[config.mk]
export PLATFORM = sky130hd
export DESIGN_NAME = par_width_fifo_flat
export DESIGN_NICKNAME = d
export VERILOG_FILES = /design/src/rtl/par_width_fifo_if.sv /design/src/rtl/par_width_fifo.sv /design/src/flat_wrapper.sv
export SDC_FILE = /design/constraint.sdc
export NUM_CORES = 1
export LEC_CHECK = 0
export CAP_MARGIN = 5
export CORE_MARGIN = 1.5
export CORE_UTILIZATION = 30
export CTS_CLUSTER_SIZE = 25
export DETAILED_ROUTE_END_ITERATION = 10
export PLACE_DENSITY = 0.59
export SLEW_MARGIN = 20
export SYNTH_ARGS = -nofsm -noshare
export SYNTH_HDL_FRONTEND = slang
export SYNTH_SLANG_ARGS = --single-unit
[constraint.sdc]
create_clock -name clk -period 6.5 [get_ports clk]
set_input_delay 0.975 -clock clk [delete_from_list [all_inputs] [get_ports clk]]
set_output_delay 0.975 -clock clk [all_outputs]
set_load 0.05 [all_outputs]
[src/rtl/par_width_fifo_if.sv]
// Producer/consumer bundle for par_width_fifo: write side, read side, occupancy and error flags.
interface par_width_fifo_if #(
  parameter int NUM_BIT   = 8,
  parameter int DEPTH     = 8,
  parameter int PAR_WRITE = 2,
  parameter int PAR_READ  = 3
);
  localparam int ADDR = $clog2(DEPTH);

  logic                          init;
  logic                          wen;
  logic [PAR_WRITE*NUM_BIT-1:0]  din;
  logic                          ready;
  logic                          ren;
  logic [PAR_READ*NUM_BIT-1:0]   dout;
  logic                          valid;
  logic                          full;
  logic                          empty;
  logic [ADDR:0]                 level;
  logic                          overflow;
  logic                          underflow;

  modport master (
    output init, wen, din, ren,
    input  ready, dout, valid, full, empty, level, overflow, underflow
  );

  modport slave (
    input  init, wen, din, ren,
    output ready, dout, valid, full, empty, level, overflow, underflow
  );
endinterface

[src/rtl/par_width_fifo.sv]
// Width-converting FIFO (PAR_WRITE words in, PAR_READ words out); first-word-fall-through, a word is readable one cycle after its write.
// Backpressure: ready drops when fewer than PAR_WRITE slots remain; rejected wen/ren raise sticky overflow/underflow.
module par_width_fifo #(
  parameter int NUM_BIT   = 8,
  parameter int DEPTH     = 8,
  parameter int PAR_WRITE = 2,
  parameter int PAR_READ  = 3,
  parameter int ADDR      = $clog2(DEPTH)
) (
  input  logic             clk,
  input  logic             rst,
  par_width_fifo_if.slave  bus
);

  localparam logic [ADDR:0] DEPTH_L = (ADDR+1)'(DEPTH);
  localparam logic [ADDR:0] WR_MAX  = (ADDR+1)'(DEPTH - PAR_WRITE);
  localparam logic [ADDR:0] WR_STEP = (ADDR+1)'(PAR_WRITE);
  localparam logic [ADDR:0] RD_STEP = (ADDR+1)'(PAR_READ);

  logic [ADDR:0]                wp;
  logic [ADDR:0]                rp;
  logic [ADDR:0]                level;
  logic                         wr_fire;
  logic                         rd_fire;
  logic                         ovf_q;
  logic                         unf_q;
  logic [PAR_READ*NUM_BIT-1:0]  dout_c;
  logic [NUM_BIT-1:0]           mem [DEPTH];

  assign level = wp - rp;

  assign bus.level     = level;
  assign bus.ready     = (level <= WR_MAX);
  assign bus.valid     = (level >= RD_STEP);
  assign bus.full      = (level == DEPTH_L);
  assign bus.empty     = (level == '0);
  assign bus.overflow  = ovf_q;
  assign bus.underflow = unf_q;
  assign bus.dout      = dout_c;

  // Both sides are judged on the pre-edge level, so they can fire together.
  assign wr_fire = bus.wen && bus.ready && !bus.init;
  assign rd_fire = bus.ren && bus.valid && !bus.init;

  always_ff @(posedge clk or posedge rst) begin
    if (rst) begin
      wp    <= '0;
      rp    <= '0;
      ovf_q <= 1'b0;
      unf_q <= 1'b0;
    end else if (bus.init) begin
      wp    <= '0;
      rp    <= '0;
      ovf_q <= 1'b0;
      unf_q <= 1'b0;
    end else begin
      if (wr_fire) wp <= wp + WR_STEP;
      if (rd_fire) rp <= rp + RD_STEP;
      if (bus.wen && !bus.ready) ovf_q <= 1'b1;
      if (bus.ren && !bus.valid) unf_q <= 1'b1;
    end
  end

  // Storage is not reset; stale contents stay hidden behind the dout gate.
  always_ff @(posedge clk) begin
    if (wr_fire && !rst) begin
      for (int i = 0; i < PAR_WRITE; i++)
        mem[ADDR'(wp + (ADDR+1)'(i))] <= bus.din[i*NUM_BIT +: NUM_BIT];
    end
  end

  always_comb begin
    dout_c = '0;
    if (bus.valid) begin
      for (int j = 0; j < PAR_READ; j++)
        dout_c[j*NUM_BIT +: NUM_BIT] = mem[ADDR'(rp + (ADDR+1)'(j))];
    end
  end

endmodule

[src/flat_wrapper.sv]
// flat-port wrapper written by rule: the top's interface ports become plain ports
module par_width_fifo_flat 
#(
  parameter int NUM_BIT   = 8,
  parameter int DEPTH     = 8,
  parameter int PAR_WRITE = 2,
  parameter int PAR_READ  = 3,
  parameter int ADDR      = $clog2(DEPTH)
)
  (clk, rst, bus_init, bus_wen, bus_din, bus_ren, bus_ready, bus_dout, bus_valid, bus_full, bus_empty, bus_level, bus_overflow, bus_underflow);
  par_width_fifo_if #(.NUM_BIT(NUM_BIT), .DEPTH(DEPTH), .PAR_WRITE(PAR_WRITE), .PAR_READ(PAR_READ)) bus_i ();
  input  logic clk;
  input  logic rst;
  input wire logic [$bits(bus_i.init)-1:0] bus_init;
  input wire logic [$bits(bus_i.wen)-1:0] bus_wen;
  input wire logic [$bits(bus_i.din)-1:0] bus_din;
  input wire logic [$bits(bus_i.ren)-1:0] bus_ren;
  output wire logic [$bits(bus_i.ready)-1:0] bus_ready;
  output wire logic [$bits(bus_i.dout)-1:0] bus_dout;
  output wire logic [$bits(bus_i.valid)-1:0] bus_valid;
  output wire logic [$bits(bus_i.full)-1:0] bus_full;
  output wire logic [$bits(bus_i.empty)-1:0] bus_empty;
  output wire logic [$bits(bus_i.level)-1:0] bus_level;
  output wire logic [$bits(bus_i.overflow)-1:0] bus_overflow;
  output wire logic [$bits(bus_i.underflow)-1:0] bus_underflow;
  assign bus_i.init = bus_init;
  assign bus_i.wen = bus_wen;
  assign bus_i.din = bus_din;
  assign bus_i.ren = bus_ren;
  assign bus_ready = bus_i.ready;
  assign bus_dout = bus_i.dout;
  assign bus_valid = bus_i.valid;
  assign bus_full = bus_i.full;
  assign bus_empty = bus_i.empty;
  assign bus_level = bus_i.level;
  assign bus_overflow = bus_i.overflow;
  assign bus_underflow = bus_i.underflow;
  par_width_fifo #(.NUM_BIT(NUM_BIT), .DEPTH(DEPTH), .PAR_WRITE(PAR_WRITE), .PAR_READ(PAR_READ), .ADDR(ADDR)) u_core (.clk(clk), .rst(rst), .bus(bus_i));
endmodule
# Word-level counts from Yosys, hierarchy flattened
# Memories as Yosys holds them, arrays and structs flattened.
# Cells that the tools add are included.
# totals
ramBits,64
n_memories,1
wordCells,41
register_bits,10
output_inout_bits,34
# memory_table
name,words,word_bits,read_ports,rd_ports_with_merged_regs,wr,line_no,source
u_core.mem,8,8,3,0,2,par_width_fifo.sv:28,logic [NUM_BIT-1:0] mem [DEPTH];
# classes
n_reduce_logical,16
muxes,11
add_sub_neg,6
n_eq_ne,1
magnitude_cmp,2
# op_table
operator,count
two-way mux 24 bit,1
two-way mux 4 bit,4
"adder 4 x 2 -> 4 bit, second input constant",2
nonzero test 2 bit,4
logical AND 1 bit,7
"adder 3 x 1 -> 3 bit, second input constant",2
two-way mux 1 bit,6
"equality test 4 bit, second input constant",1
">= comparator 4 x 2 -> 1 bit, second input constant",1
"<= comparator 4 x 3 -> 1 bit, second input constant",1
zero test 1 bit,4
zero test 4 bit,1
subtractor 4 bit,1
"adder 3 x 2 -> 3 bit, second input constant",1

# Logic depth before layout (Yosys ltp)
# Gate-level depths: netlist (run 1).
# depth
depth_word,7
mapped_depth,11

# Least setup slack after synthesis (run 1)
# OpenSTA, ideal clock, no wires.
# synth_path
path_kind,reg2out
startpoint,register u_core.rp[2]
endpoint,output bus_dout[13]
path_stages_with_launch,11
path_buffers,3
required_ns,5.525
arrival_ns,3.219
setup_slack_ns,2.306
path_cell_list,dfrtp_1 > clkbuf_1 > clkinv_1 > ha_1 > xor2_1 > inv_1 > nor2_1 > and3_1 > buf_2 > buf_2 > a21oi_1
# synth_between
elab_chain_len,3
word_cells_on_any_way,5
classes_between,add/sub (2); order compare (1); mux (1); memory (1)
# synth_lines
item,line_no,source
start: declaration,par_width_fifo.sv:21,logic [ADDR:0] rp;
start signal: assignment,par_width_fifo.sv:58,if (rd_fire) rp <= rp + RD_STEP;
subtractor 4 bit,par_width_fifo.sv:30,assign level = wp - rp;
named net bus_level[2],flat_wrapper.sv:23,output wire logic [$bits(bus_i.level)-1:0] bus_level;
>= comparator 4 x 2 -> 1 bit,par_width_fifo.sv:34,assign bus.valid = (level >= RD_STEP);
two-way mux 24 bit,par_width_fifo.sv:74,if (bus.valid) begin
end: declaration,flat_wrapper.sv:19,output wire logic [$bits(bus_i.dout)-1:0] bus_dout;
# The timed path passes the listed nets, and every way through them passes these cells.

# Worst setup path in the final report (run 1)
# layout_path
startpoint,register u_core.rp[2]
endpoint,output bus_dout[21]
# layout_between
elab_chain_len,3
word_cells_on_any_way,5
classes_between,add/sub (2); order compare (1); mux (1); memory (1)
# layout_lines
item,line_no
subtractor 4 bit / adder 3 x 2 -> 3 bit (equally long branches),"par_width_fifo.sv:30, par_width_fifo.sv:76"
>= comparator 4 x 2 -> 1 bit / memory read (8 x 8 bit) (equally long branches),--
two-way mux 24 bit *,par_width_fifo.sv:74
# Every way passes the cells marked *; elsewhere a longest branch is shown, timed or not.

==> results of run 1 <==
==> kinds of logic (layout without fill, tap and decap cells) <==
logic type      after synthesis  in the layout  share of synthesized area
mux                          82             82                      0.328
simple gates                 76             76                     0.0815
flops                        73             73                      0.445
buf+inv                      58             91                     0.0529
compound gates               35             35                     0.0389
fa+ha+maj                    15             15                     0.0405
xor+xnor                      7              7                     0.0127
==> Yosys cell counts <==
cell | instances | area, µm²
sky130_fd_sc_hd__mux2_1 | 1 | 11.3
sky130_fd_sc_hd__a211oi_1 | 1 | 7.51
sky130_fd_sc_hd__mux4_2 | 48 | 1080
sky130_fd_sc_hd__a21oi_1 | 29 | 145
sky130_fd_sc_hd__mux2i_1 | 1 | 10.0
sky130_fd_sc_hd__ha_1 | 14 | 175
sky130_fd_sc_hd__edfxtp_1 | 64 | 1920
sky130_fd_sc_hd__a31oi_1 | 1 | 6.26
sky130_fd_sc_hd__xnor2_1 | 5 | 43.8
sky130_fd_sc_hd__o22ai_1 | 1 | 6.26
sky130_fd_sc_hd__inv_1 | 19 | 71.3
sky130_fd_sc_hd__a21o_2 | 1 | 8.76
sky130_fd_sc_hd__a311oi_1 | 1 | 8.76
sky130_fd_sc_hd__nand2_1 | 51 | 191
sky130_fd_sc_hd__nand3_2 | 1 | 10.0
sky130_fd_sc_hd__fa_1 | 1 | 20.0
sky130_fd_sc_hd__xor2_1 | 2 | 17.5
sky130_fd_sc_hd__dfrtp_1 | 9 | 225
sky130_fd_sc_hd__and3_1 | 2 | 12.5
sky130_fd_sc_hd__o21ai_0 | 1 | 5.00
sky130_fd_sc_hd__nand2_8 | 4 | 80.1
sky130_fd_sc_hd__and4_4 | 1 | 11.3
sky130_fd_sc_hd__nand2b_1 | 1 | 6.26
sky130_fd_sc_hd__and4_1 | 1 | 8.76
sky130_fd_sc_hd__buf_2 | 11 | 55.1
sky130_fd_sc_hd__nand3b_1 | 1 | 7.51
sky130_fd_sc_hd__clkbuf_1 | 21 | 78.8
sky130_fd_sc_hd__buf_12 | 1 | 20.0
sky130_fd_sc_hd__nand3_1 | 1 | 5.00
sky130_fd_sc_hd__buf_4 | 2 | 15.0
sky130_fd_sc_hd__buf_1 | 2 | 7.51
sky130_fd_sc_hd__mux2_4 | 32 | 480
sky130_fd_sc_hd__or3_1 | 2 | 12.5
sky130_fd_sc_hd__nor3_2 | 1 | 10.0
sky130_fd_sc_hd__clkinv_1 | 2 | 7.51
sky130_fd_sc_hd__nor2_1 | 10 | 37.5
==> final cells by class <==
type	instances	area share
multi-input combinational	215	0.420
sequential	73	0.373
timing repair buffer	56	0.0965
tap	216	0.0469
clock buffer	10	0.0398
inverter	21	0.0137
clock inverter	4	0.00956
==> worst max-delay path, stage by stage (launching register included) <==
cell and delay [ps]:
sky130_fd_sc_hd__dfrtp_1 770, sky130_fd_sc_hd__clkinv_1 620, sky130_fd_sc_hd__ha_1 510, sky130_fd_sc_hd__a21oi_1 220, sky130_fd_sc_hd__nand3_2 190, sky130_fd_sc_hd__and3_1 210, sky130_fd_sc_hd__buf_4 230, sky130_fd_sc_hd__a21oi_1 250
sky130_fd_sc_hd__clkdlybuf4s50_1 860
==> registers in the layout, indices dropped and copies added (netlist names) <==
signal and flops:
u_core.rp 4, u_core.wp 3, u_core.bus.underflow 1, u_core.bus.overflow 1, u_core.mem 64
==> placed cells by master, fill, tap and decap left out, drive strengths merged, types with 3 or more instances in the layout <==
master,count
mux4,48
nor2,10
nand2,55
a21oi,29
xnor2,5
mux2,33
clkinv,3
dfrtp,9
inv,20
clkbuf,10
edfxtp,64
ha,14
clkdlybuf4s50,54
==> stage by stage <==
step	hold slack [ps]	utilization	worst slack [ps]	cells	cell area, µm²
after floorplan	530	-	2310	346	4820
after global placement	500	0.347	1740	581	5480
after detailed placement	526	0.347	1720	581	5480
after CTS	535	0.365	1350	595	5760
after global routing	555	0.365	1130	595	5760
final	529	0.365	1320	595	5760
==> path summary, 6_finish.rpt <==
path / cells past startpoint / from / slack, ps / endpoint
worst max-delay path: 8 / u_core.rp[2]$_DFFE_PP0P_ / 1320 / bus_dout[21]
worst min-delay path: 2 / u_core.bus.overflow$_DFFE_PP0P_ / 530 / u_core.bus.overflow$_DFFE_PP0P_
worst max register to register: 7 / u_core.rp[2]$_DFFE_PP0P_ / 2760 / u_core.mem[3][7]$_DFFE_PP_
worst min register to register: 2 / u_core.bus.overflow$_DFFE_PP0P_ / 530 / u_core.bus.overflow$_DFFE_PP0P_
max in group asynchronous: 2 / rst / 5240 / u_core.rp[0]$_DFFE_PP0P_
min in group asynchronous: 2 / rst / 950 / u_core.bus.overflow$_DFFE_PP0P_
==> per-layer routing <==
layer  share of wire  wire, µm
met4           0.026       304
met2            0.50      5910
met5               0         0
met3           0.058       695
met1            0.42      5010
==> flow_results.org, run 1 <==
** Drt
- Vias per Instance :: about 5.0
- Wire length reported by the detailed router :: about 12000 µm
- In the routed design, unresolved DRC markers number 0.
- The first TritonRoute pass finished after 4 iterations.
- Dividing the detail-routed wire length by the instance count gives roughly 20 µm.
- DR iter-0 viols :: between 100 and 150
- Number of nets with antenna violations after routing :: 0
- Summing over every cut layer, the via total after detailed routing is roughly 3000.

** Placed design
- Once detailed placement completed, the half-perimeter wirelength came to 7790 µm.
- Placer Congestion :: 0.782
- Port buffer count :: 54

** Clocking
- Clock tree synthesis inserted a total of 9 buffers.
- Post-cts hold buffer count :: 0
- Clock slew seen by the registers of the worst setup and hold paths :: ~60 ps
- Post-CTS setup buffers :: 0
- Gates resized during post-CTS repair numbered 0.
- Clock tree from TritonCTS :: done
- CTS built an H-tree with a depth of 3.
- Clock network latency to the later pin of the worst-skew pair :: roughly 340 ps
- The cell sitting at the root of the clock tree is a sky130_fd_sc_hd__clkbuf_16.
- Buffer levels on the longest clock path :: 2
- Clock net sink count :: 73

** STA
- Number of endpoints with negative hold slack in the final report :: 0
- In the finished design, the share of the clock period the worst path needs comes to 0.798.
- Static timing analysis puts the maximum clock frequency at 193 MHz.
- Setup repair after global routing left no endpoint under its margin.
- Sum of negative setup slack :: 0 ps
- Headroom to the max-slew limit came out at 0.308.
- Clock Skews :: roughly 11 ps
- Transition time of the tightest slew-check pin :: between 1000 and 1500 ps
- Tmin final :: between 5000 and 6000 ps
- Setup violations remaining at the end of the flow were counted as 0.
- Number of max-slew violations in the final report :: 0

** Floorplanning
- Core region area :: ~16000 µm²
- The die is between 100 and 150 µm tall.
- DIE WIDTH :: roughly 130 µm
- In this run the count of I/O pins placed on the die edge is 55.
- The initial utilization of the core area, before any placement, comes to 0.306.
- DIE AREA :: roughly 17000 µm²
- Row count :: 46

** Cells and area
- Fraction of layout cells with a size suffix above 1 :: 0.274
- For this run, the post-layout net count is a little over 400.
- Filler Cells Inserted :: around 1500
- Total inserted antenna cells :: 0
- Area growth from synthesis to layout :: 19.4%
- Area used by multi-input combinational logic :: between 2000 and 2500 µm²
- The sequential cells in the finished layout cover a total of about 2200 µm².

** Synth
- Synthesized instance count :: 346
- Synthesis inferred 73 register bits.
- Synthesis warning total :: 0
- Mean cell area of the mapped netlist :: about 14 µm²
- Share of synthesized area occupied by flip-flops and latches :: 0.445
- Number of distinct library cell variants in the gate-level netlist after synthesis :: 36
- The mapped netlist covers roughly 4800 µm².
- Synth Net Count :: between 300 and 400

** Global route
- met2 is the most crowded layer.
- The via count of the first global-routing pass came to around 3100.
- For this run, the total global-route usage over all layers was measured as 0.148.
- For this run the aggregate overflow at the end of global routing stands at 0.
- Met1 Use GR :: 0.177
- Largest net degree at the start of global routing :: 57
- In the global route stage, met3 resource usage came out at 0.0369.
- The first global-routing pass estimated approximately 18000 µm of wire.
- Number of antenna violations at the first check in global routing :: 0
- In the global route stage, met2 resource usage came out at 0.259.

** Flow run
- Across the run, the number of max-cap violations was 0.

** Critical path
- For the worst setup path, the data required time is approximately 5500 ps.
- The setup path with the least slack is of type reg -> out.
- Along the worst path, the maximum fanout reaches 27.
- The worst setup path is captured at an output pin.
- Data on the critical path arrives at its endpoint at about 4200 ps.
- Launching element type of the critical path :: flip-flop

** Min path
- The worst hold path belongs to the class reg -> reg.

** Run status
- The flow ran to the end, and the final reports show no timing, DRC or antenna violations.
Power of run 1 is not shown: default switching activity piles up to over one toggle a cycle in this logic, so the estimate is an artifact.
==> inputs of run 2 (changes only) <==
clock period = 5.14 ns   (was 6.5 ns; I/O delays follow)
==> run 2 against run 1 <==
  * Routed wire length decreased by 4.2%
  * Flip-flop and latch count unchanged
  * Via count is 1.6% higher
  * Sequential share of layout area up 0.37 points
  * Non-clock buffer count increased by 2
  * First-iteration DRC count increased by 44%
  * Clock-buffer cell count unchanged
  * Final cell count increased by 0.67%
  * Hold slack worse by 14 ps
  * Critical endpoint is now bus_empty
  * Highest routed layer unchanged
==> flow_results.org, run 2 (synthesis gave the netlist of run 1 again) <==
** STA
- Unrepaired setup endpoints after global routing :: false
- After layout, the worst setup slack is 1030 ps.
- Adding up every negative setup slack in the final design gives 0 ps.
- For the pin with the worst max-slew slack, the measured transition is ~1100 ps.
- Total setup violations reported at the end of the flow :: 0
- Number of endpoints with negative hold slack in the final report :: 0
- Number of max-slew violations in the final report :: 0
- Between clock sinks in the finished design, the worst skew comes to 4.94 ps.
- Headroom to the max-slew limit :: 0.280
- In the finished design, the share of the clock period the worst path needs comes to 0.799.
- Maximum clock frequency :: ~240 MHz
- Tmin final :: between 4000 and 5000 ps

** Cells and area
- Relative to the synthesized area, the layout overhead comes to 18.3%.
- Final Util :: 0.362
- More flip-flops sit in one register than any other, and that register is u_core.mem.
- In the final layout, the registers with the most flip-flops are u_core.mem (64), u_core.rp (4), u_core.wp (3).
- Total inserted antenna cells :: 0
- Of the cells placed in the final design, the portion with a size suffix greater than 1 is 0.342.
- Top library cells by usage in the layout, fill and taps aside :: sky130_fd_sc_hd__edfxtp_1, sky130_fd_sc_hd__nand2_1, sky130_fd_sc_hd__mux4_2
- The register with the most flip-flops in the layout has 64 of them.
- The library cell used most frequently in the layout, excluding fill and tap cells, is sky130_fd_sc_hd__edfxtp_1.
- Net count reported at finish :: between 400 and 500
- Once layout is complete, the cells apart from fillers number 599.

** Min path
- Along the worst hold path, the cell count comes to 2.
- Type of the worst min-delay path :: reg -> reg

** Critical path
- The worst register-to-register path ends at u_core.mem[7][7]$_DFFE_PP_.
- In this design, the stage delay of the slowest critical-path cell is around 800 ps.
- At the worst endpoint, the arrival time is approximately 3300 ps.
- The startpoint identified for the worst register-to-register timing path is u_core.rp[2]$_DFFE_PP0P_.
- R2r setup slk :: about 1800 ps
- Of all nets on the critical path, the largest fanout is 14.
- Data on the critical path is required at its endpoint by roughly 4400 ps.
- Class of the most critical setup path :: reg -> out
- Launching element type of the critical path :: flip-flop
- The worst setup path is captured at an output pin.
- Depth of the worst register-to-register path :: 8
- Critical Path Source :: u_core.rp[2]$_DFFE_PP0P_
- Cells along the critical path :: buf_4 > clkinv_1 > ha_1 > a21oi_1 > a21o_2 > nand2_1 > nor2_1 > clkdlybuf4s50_1
- Worst setup path endpoint :: bus_empty
- On the critical path, the stage with the largest delay is an instance of sky130_fd_sc_hd__clkdlybuf4s50_1.

** Drt
- The routed layout has ~3000 vias.
- DR iter-0 viols :: roughly 210
- # DRC :: 0
- DRT Pass-1 Iters :: 4
- In the routed layout, each cell is associated on average with a via count of 5.01.
- The count of nets left with antenna violations once routing finished came out at 0.
- After detailed routing, the total wire length is roughly 11000 µm.
- After detailed routing, the average wire length per cell comes to between 15 and 20 µm.

** Run status
- The run finished with clean final reports.

** Global route
- Via count of the first global-routing pass :: between 3000 and 4000
- Entering global routing, the biggest net connects 32 pins.
- The first global-routing pass estimated about 17000 µm of wire.
- Across every metal layer, demand over resource in global routing totals 0.143.
- The initial antenna violation count came to 0.
- Remaining global-route overflow :: 0

** Clocking
- Clock latency on the worst-skew pair, taken at its later pin, is around 330 ps.
- CTS Buf Count :: 9
- Clock net sink count :: between 70 and 80
- The tree is rooted in a sky130_fd_sc_hd__clkbuf_16.
- Count of H-tree levels built during CTS :: 3
- Post-cts repair resize count :: 0
- Hold repair after CTS inserted 0 buffers.
- Clock-pin slew was measured on the worst setup and hold paths at ~60 ps.
- Clock tree from TritonCTS :: done
- No sink is reached through more buffers than the 2 on the longest clock path.
- Post-CTS setup buffers :: 0

** Placed design
- Routability-driven placement finished with a final weighted congestion of 0.790.
- Cell Count Post-Placement :: between 500 and 600
- In this run the tool buffered the top-level ports with 54 buffer cells.
- Before CTS, the worst setup slack after placement is 1350 ps.
- HPWL Detailed :: roughly 7700 µm

** Floorplanning
- In this run the horizontal extent of the chip is ~130 µm.
- The initial utilization of the core area, before any placement, comes to 0.306.
- Number of top-level design ports :: 55
- After floorplanning, the core was divided into 46 placement rows.
- Die Ht :: around 130 µm
- Core region area :: 15800 µm²
- DIE AREA :: approximately 17000 µm²

** Flow run
- Across the run, the number of max-cap violations was 0.
-- run 2: changes by cell type in the layout (fill, tap and decap cells not counted) --
cell and delta:
sky130_fd_sc_hd__buf_4 +26, sky130_fd_sc_hd__clkdlybuf4s50_1 -24, sky130_fd_sc_hd__clkinvlp_4 +2, sky130_fd_sc_hd__bufinv_16 -1, sky130_fd_sc_hd__clkinv_1 +1
-- run 2: layer usage --
layer | track usage | wire length [µm] | up-vias
li1 | - | - | 1352
met2 | 0.245 | 5670 | 104
met1 | 0.184 | 4890 | 1527
met4 | 0.0379 | 156 | 0
met3 | 0.0308 | 707 | 16
met5 | 0 | 0 | -
-- run 2: layout make-up --
class / instances / area, µm²
Multi-Input combinational cell: 215 / 2420
Tap cell: 216 / 270
Timing Repair Buffer: 58 / 510
Sequential cell: 73 / 2150
Clock buffer: 10 / 229
Inverter: 21 / 78.8
Fill cell: 1542 / 10100
Clock inverter: 6 / 43.8
-- run 2: through the flow --
step | cell area [µm²] | hold WS, ps
after CTS | 5700 | 517
after global routing | 5700 | 542
after global placement | 5430 | 504
after floorplan | 4820 | 530
final | 5700 | 515
after detailed placement | 5430 | 510
-- run 2: worst min-delay path by stage --
stage	slack, ps	from	to
after floorplan	530	u_core.rp[3]$_DFFE_PP0P_	u_core.rp[3]$_DFFE_PP0P_
after global placement	500	u_core.bus.underflow$_DFFE_PP0P_	u_core.bus.underflow$_DFFE_PP0P_
after detailed placement	510	u_core.bus.underflow$_DFFE_PP0P_	u_core.bus.underflow$_DFFE_PP0P_
after CTS	520	u_core.bus.underflow$_DFFE_PP0P_	u_core.bus.underflow$_DFFE_PP0P_
after global routing	540	u_core.bus.underflow$_DFFE_PP0P_	u_core.bus.underflow$_DFFE_PP0P_
final	510	u_core.bus.underflow$_DFFE_PP0P_	u_core.bus.underflow$_DFFE_PP0P_
-- run 2: critical path, delay by kind of cell (launching register included) --
kind	cells	cell delay (ps)
AND/OR/NAND/NOR	2	240
AO/OA/AOI/OAI	2	450
adder cells (fa/ha/maj)	1	500
flip-flops	1	320
buffers and inverters	3	1480
Power of run 2 is left out for the same reason.
==> patch (flow settings as in run 2) <==
`DEPTH` is set to 8 in 3 places; all go to 4.
--- a/src/rtl/par_width_fifo_if.sv
+++ b/src/rtl/par_width_fifo_if.sv
@@ -2,5 +2,5 @@
 interface par_width_fifo_if #(
   parameter int NUM_BIT   = 8,
-  parameter int DEPTH     = 8,
+  parameter int DEPTH     = 4,
   parameter int PAR_WRITE = 2,
   parameter int PAR_READ  = 3
--- a/src/rtl/par_width_fifo.sv
+++ b/src/rtl/par_width_fifo.sv
@@ -3,5 +3,5 @@
 module par_width_fifo #(
   parameter int NUM_BIT   = 8,
-  parameter int DEPTH     = 8,
+  parameter int DEPTH     = 4,
   parameter int PAR_WRITE = 2,
   parameter int PAR_READ  = 3,
--- a/src/flat_wrapper.sv
+++ b/src/flat_wrapper.sv
@@ -3,5 +3,5 @@
 #(
   parameter int NUM_BIT   = 8,
-  parameter int DEPTH     = 8,
+  parameter int DEPTH     = 4,
   parameter int PAR_WRITE = 2,
   parameter int PAR_READ  = 3,
Interface: changed (resized bus_level); port bits go from 55 to 54. The function was not compared with the original's and may differ.
==> patch against run 2 <==
Cell area decreased by 44%; wire length decreased by 54%; worst setup slack improved by 210 ps; area after synthesis decreased by 48%; count of clock-buffer cells in the layout decreased by 5; utilization increased by 2.8 points; clock skew increased by 5.4 ps; sequential cell count decreased by 34.
Power is left out: the tool's default activity adds up to more than one toggle a clock period on the data nets, which glitch-free logic cannot reach.
==> patch: results (changes against run 2) <==
Yosys
  • Number of library cell types mapped by synthesis: 34 (-5.6%)
  • Most instantiated cells after synthesis: sky130_fd_sc_hd__edfxtp_1, sky130_fd_sc_hd__mux4_2, sky130_fd_sc_hd__nor2b_1, sky130_fd_sc_hd__clkbuf_1, sky130_fd_sc_hd__mux2_2
  • Number of synthesized flops with an enable pin: 32 (-50%)
  • Ys async rst share: 17.9% (+5.6 points)
  • Dominant cells by area after synthesis: sky130_fd_sc_hd__edfxtp_1, sky130_fd_sc_hd__mux4_2, sky130_fd_sc_hd__mux2_2
  • Yosys warning count: 0 (unchanged)
  • Primary flip-flop cell chosen by synthesis mapping: sky130_fd_sc_hd__edfxtp_1
  • Share of the yosys chip area belonging to registers: 45.2% (+0.65 points)
  • Post-synth net total: 211 (-45%)

Clock tree
  • Worst-case clock buffer depth: 2 (unchanged)
  • Post-CTS setup buffer count: 0 (unchanged)
  • H-Tree Level Count: 2 (-1)
  • Total of hold buffers inserted after clock tree synthesis: 0 (unchanged)
  • Worst skew pair latency: 300 ps (-30 ps)
  • Clock edge transition at the registers on the reported setup and hold paths: about 70 ps
  • Gates resized, CTS repair: 0 (unchanged)
  • Clk Tree Root Cell: sky130_fd_sc_hd__clkbuf_8
  • Cts bufs inserted: 5 (-4)

Route
  • Via count of the routed design: 1594 (-47%)
  • Detailed-router iteration count before antenna repair: 4 (unchanged)
  • DR WL/cell: 16.0 um (-16%)
  • First-iteration detailed-routing DRC count: 69 (-67%)

Global route
  • Wire length of the first global-routing pass: 8500 um (-51%)
  • Largest net degree at the start of global routing: 30 (-6.3%)
  • Initial antenna violation count: 0 (unchanged)
  • GRT Overall Usage: 12.8% (-1.5 points)

Setup path
  • Crit-path max FO: 25 (+11)
  • Worst EP arrival: 3120 ps (-220 ps)

Cells and area
  • Count of filler cells inserted in the layout: 788 (-49%)
  • Number of nets in the finished design: 247 (-40%)
  • Diodes inserted: 0 (unchanged)
  • Share of final-layout standard cells stronger than drive strength 1: 27.3% (-6.9 points)
  • Largest registers: u_core.mem: 32 flops, u_core.rp: 3 flops, u_core.wp: 2 flops

STA
  • Worst Skew: 10.4 ps (+5.44 ps)
  • Slew at the pin with the worst max-slew slack: 512 ps (-559 ps)

Place
  • Buffers on Ports: 53 (-1.9%)
  • Final weighted congestion in routability-driven placement: 0.798 (+1.1%)
  • HPWL after detailed placement: 3820 um (-51%)

Worst hold path
  • Hold/Removal Path Class: flop to flop

Run status
  • Outcome: finished clean
==> patch: per-stage QoR <==
step / hold WS [ps] / cells / instance area (um^2) / worst slack (ps)
after global placement: 504 / 318 / 3080 / 1600
after detailed placement: 499 / 318 / 3080 / 1530
final: 516 / 325 / 3190 / 1250
after global routing: 533 / 325 / 3190 / 1020
after floorplan: 523 / 184 / 2510 / 1150
after CTS: 517 / 325 / 3190 / 1200
==> patch: worst max-delay path: stages (launching register included) <==
cell	delay, ps
sky130_fd_sc_hd__dfrtp_2	360
sky130_fd_sc_hd__inv_1	110
sky130_fd_sc_hd__fa_1	490
sky130_fd_sc_hd__xor3_2	440
sky130_fd_sc_hd__inv_4	80
sky130_fd_sc_hd__nor2_4	410
sky130_fd_sc_hd__and2b_1	240
sky130_fd_sc_hd__clkdlybuf4s50_1	690
==> patch: layer usage <==
layer  part of all wire (%)  track usage (%)
met5                      0                0
met4                    2.4             5.35
met3                    4.8             2.90
met2                     49             20.7
met1                     44             16.5
==> patch: path summary, 6_finish.rpt <==
check | depth (start not counted) | end | slack [ps] | start
min reg2reg | 2 | u_core.bus.overflow | 520 | u_core.bus.overflow
max in group asynchronous | 2 | u_core.rp[0] | 4100 | rst
max | 7 | bus_dout[11] | 1250 | u_core.rp[0]
min in group asynchronous | 2 | u_core.rp[1] | 790 | rst
min | 2 | u_core.bus.overflow | 520 | u_core.bus.overflow
max reg2reg | 5 | u_core.mem[3][7] | 2470 | u_core.rp[0]
==> patch: cell families after synthesis <==
logic type               Yosys count  synth area share, %
AND/OR/NAND/NOR                   46                 11.8
flip-flops                        39                 45.2
AO/OA/AOI/OAI                     11                 2.59
XOR/XNOR                           2                 1.34
adder cells (fa/ha/maj)            6                 3.28
buffers and inverters             38                 6.27
multiplexers                      42                 29.6
==> patch: area by class of cell <==
class                           instances  area share [%]
Clock buffer                            5            2.16
Multi-Input combinational cell        107            38.3
Clock inverter                          2            1.18
Tap cell                              105            4.12
Sequential cell                        39            35.7
Inverter                               12            1.49
Timing Repair Buffer                   55            17.1
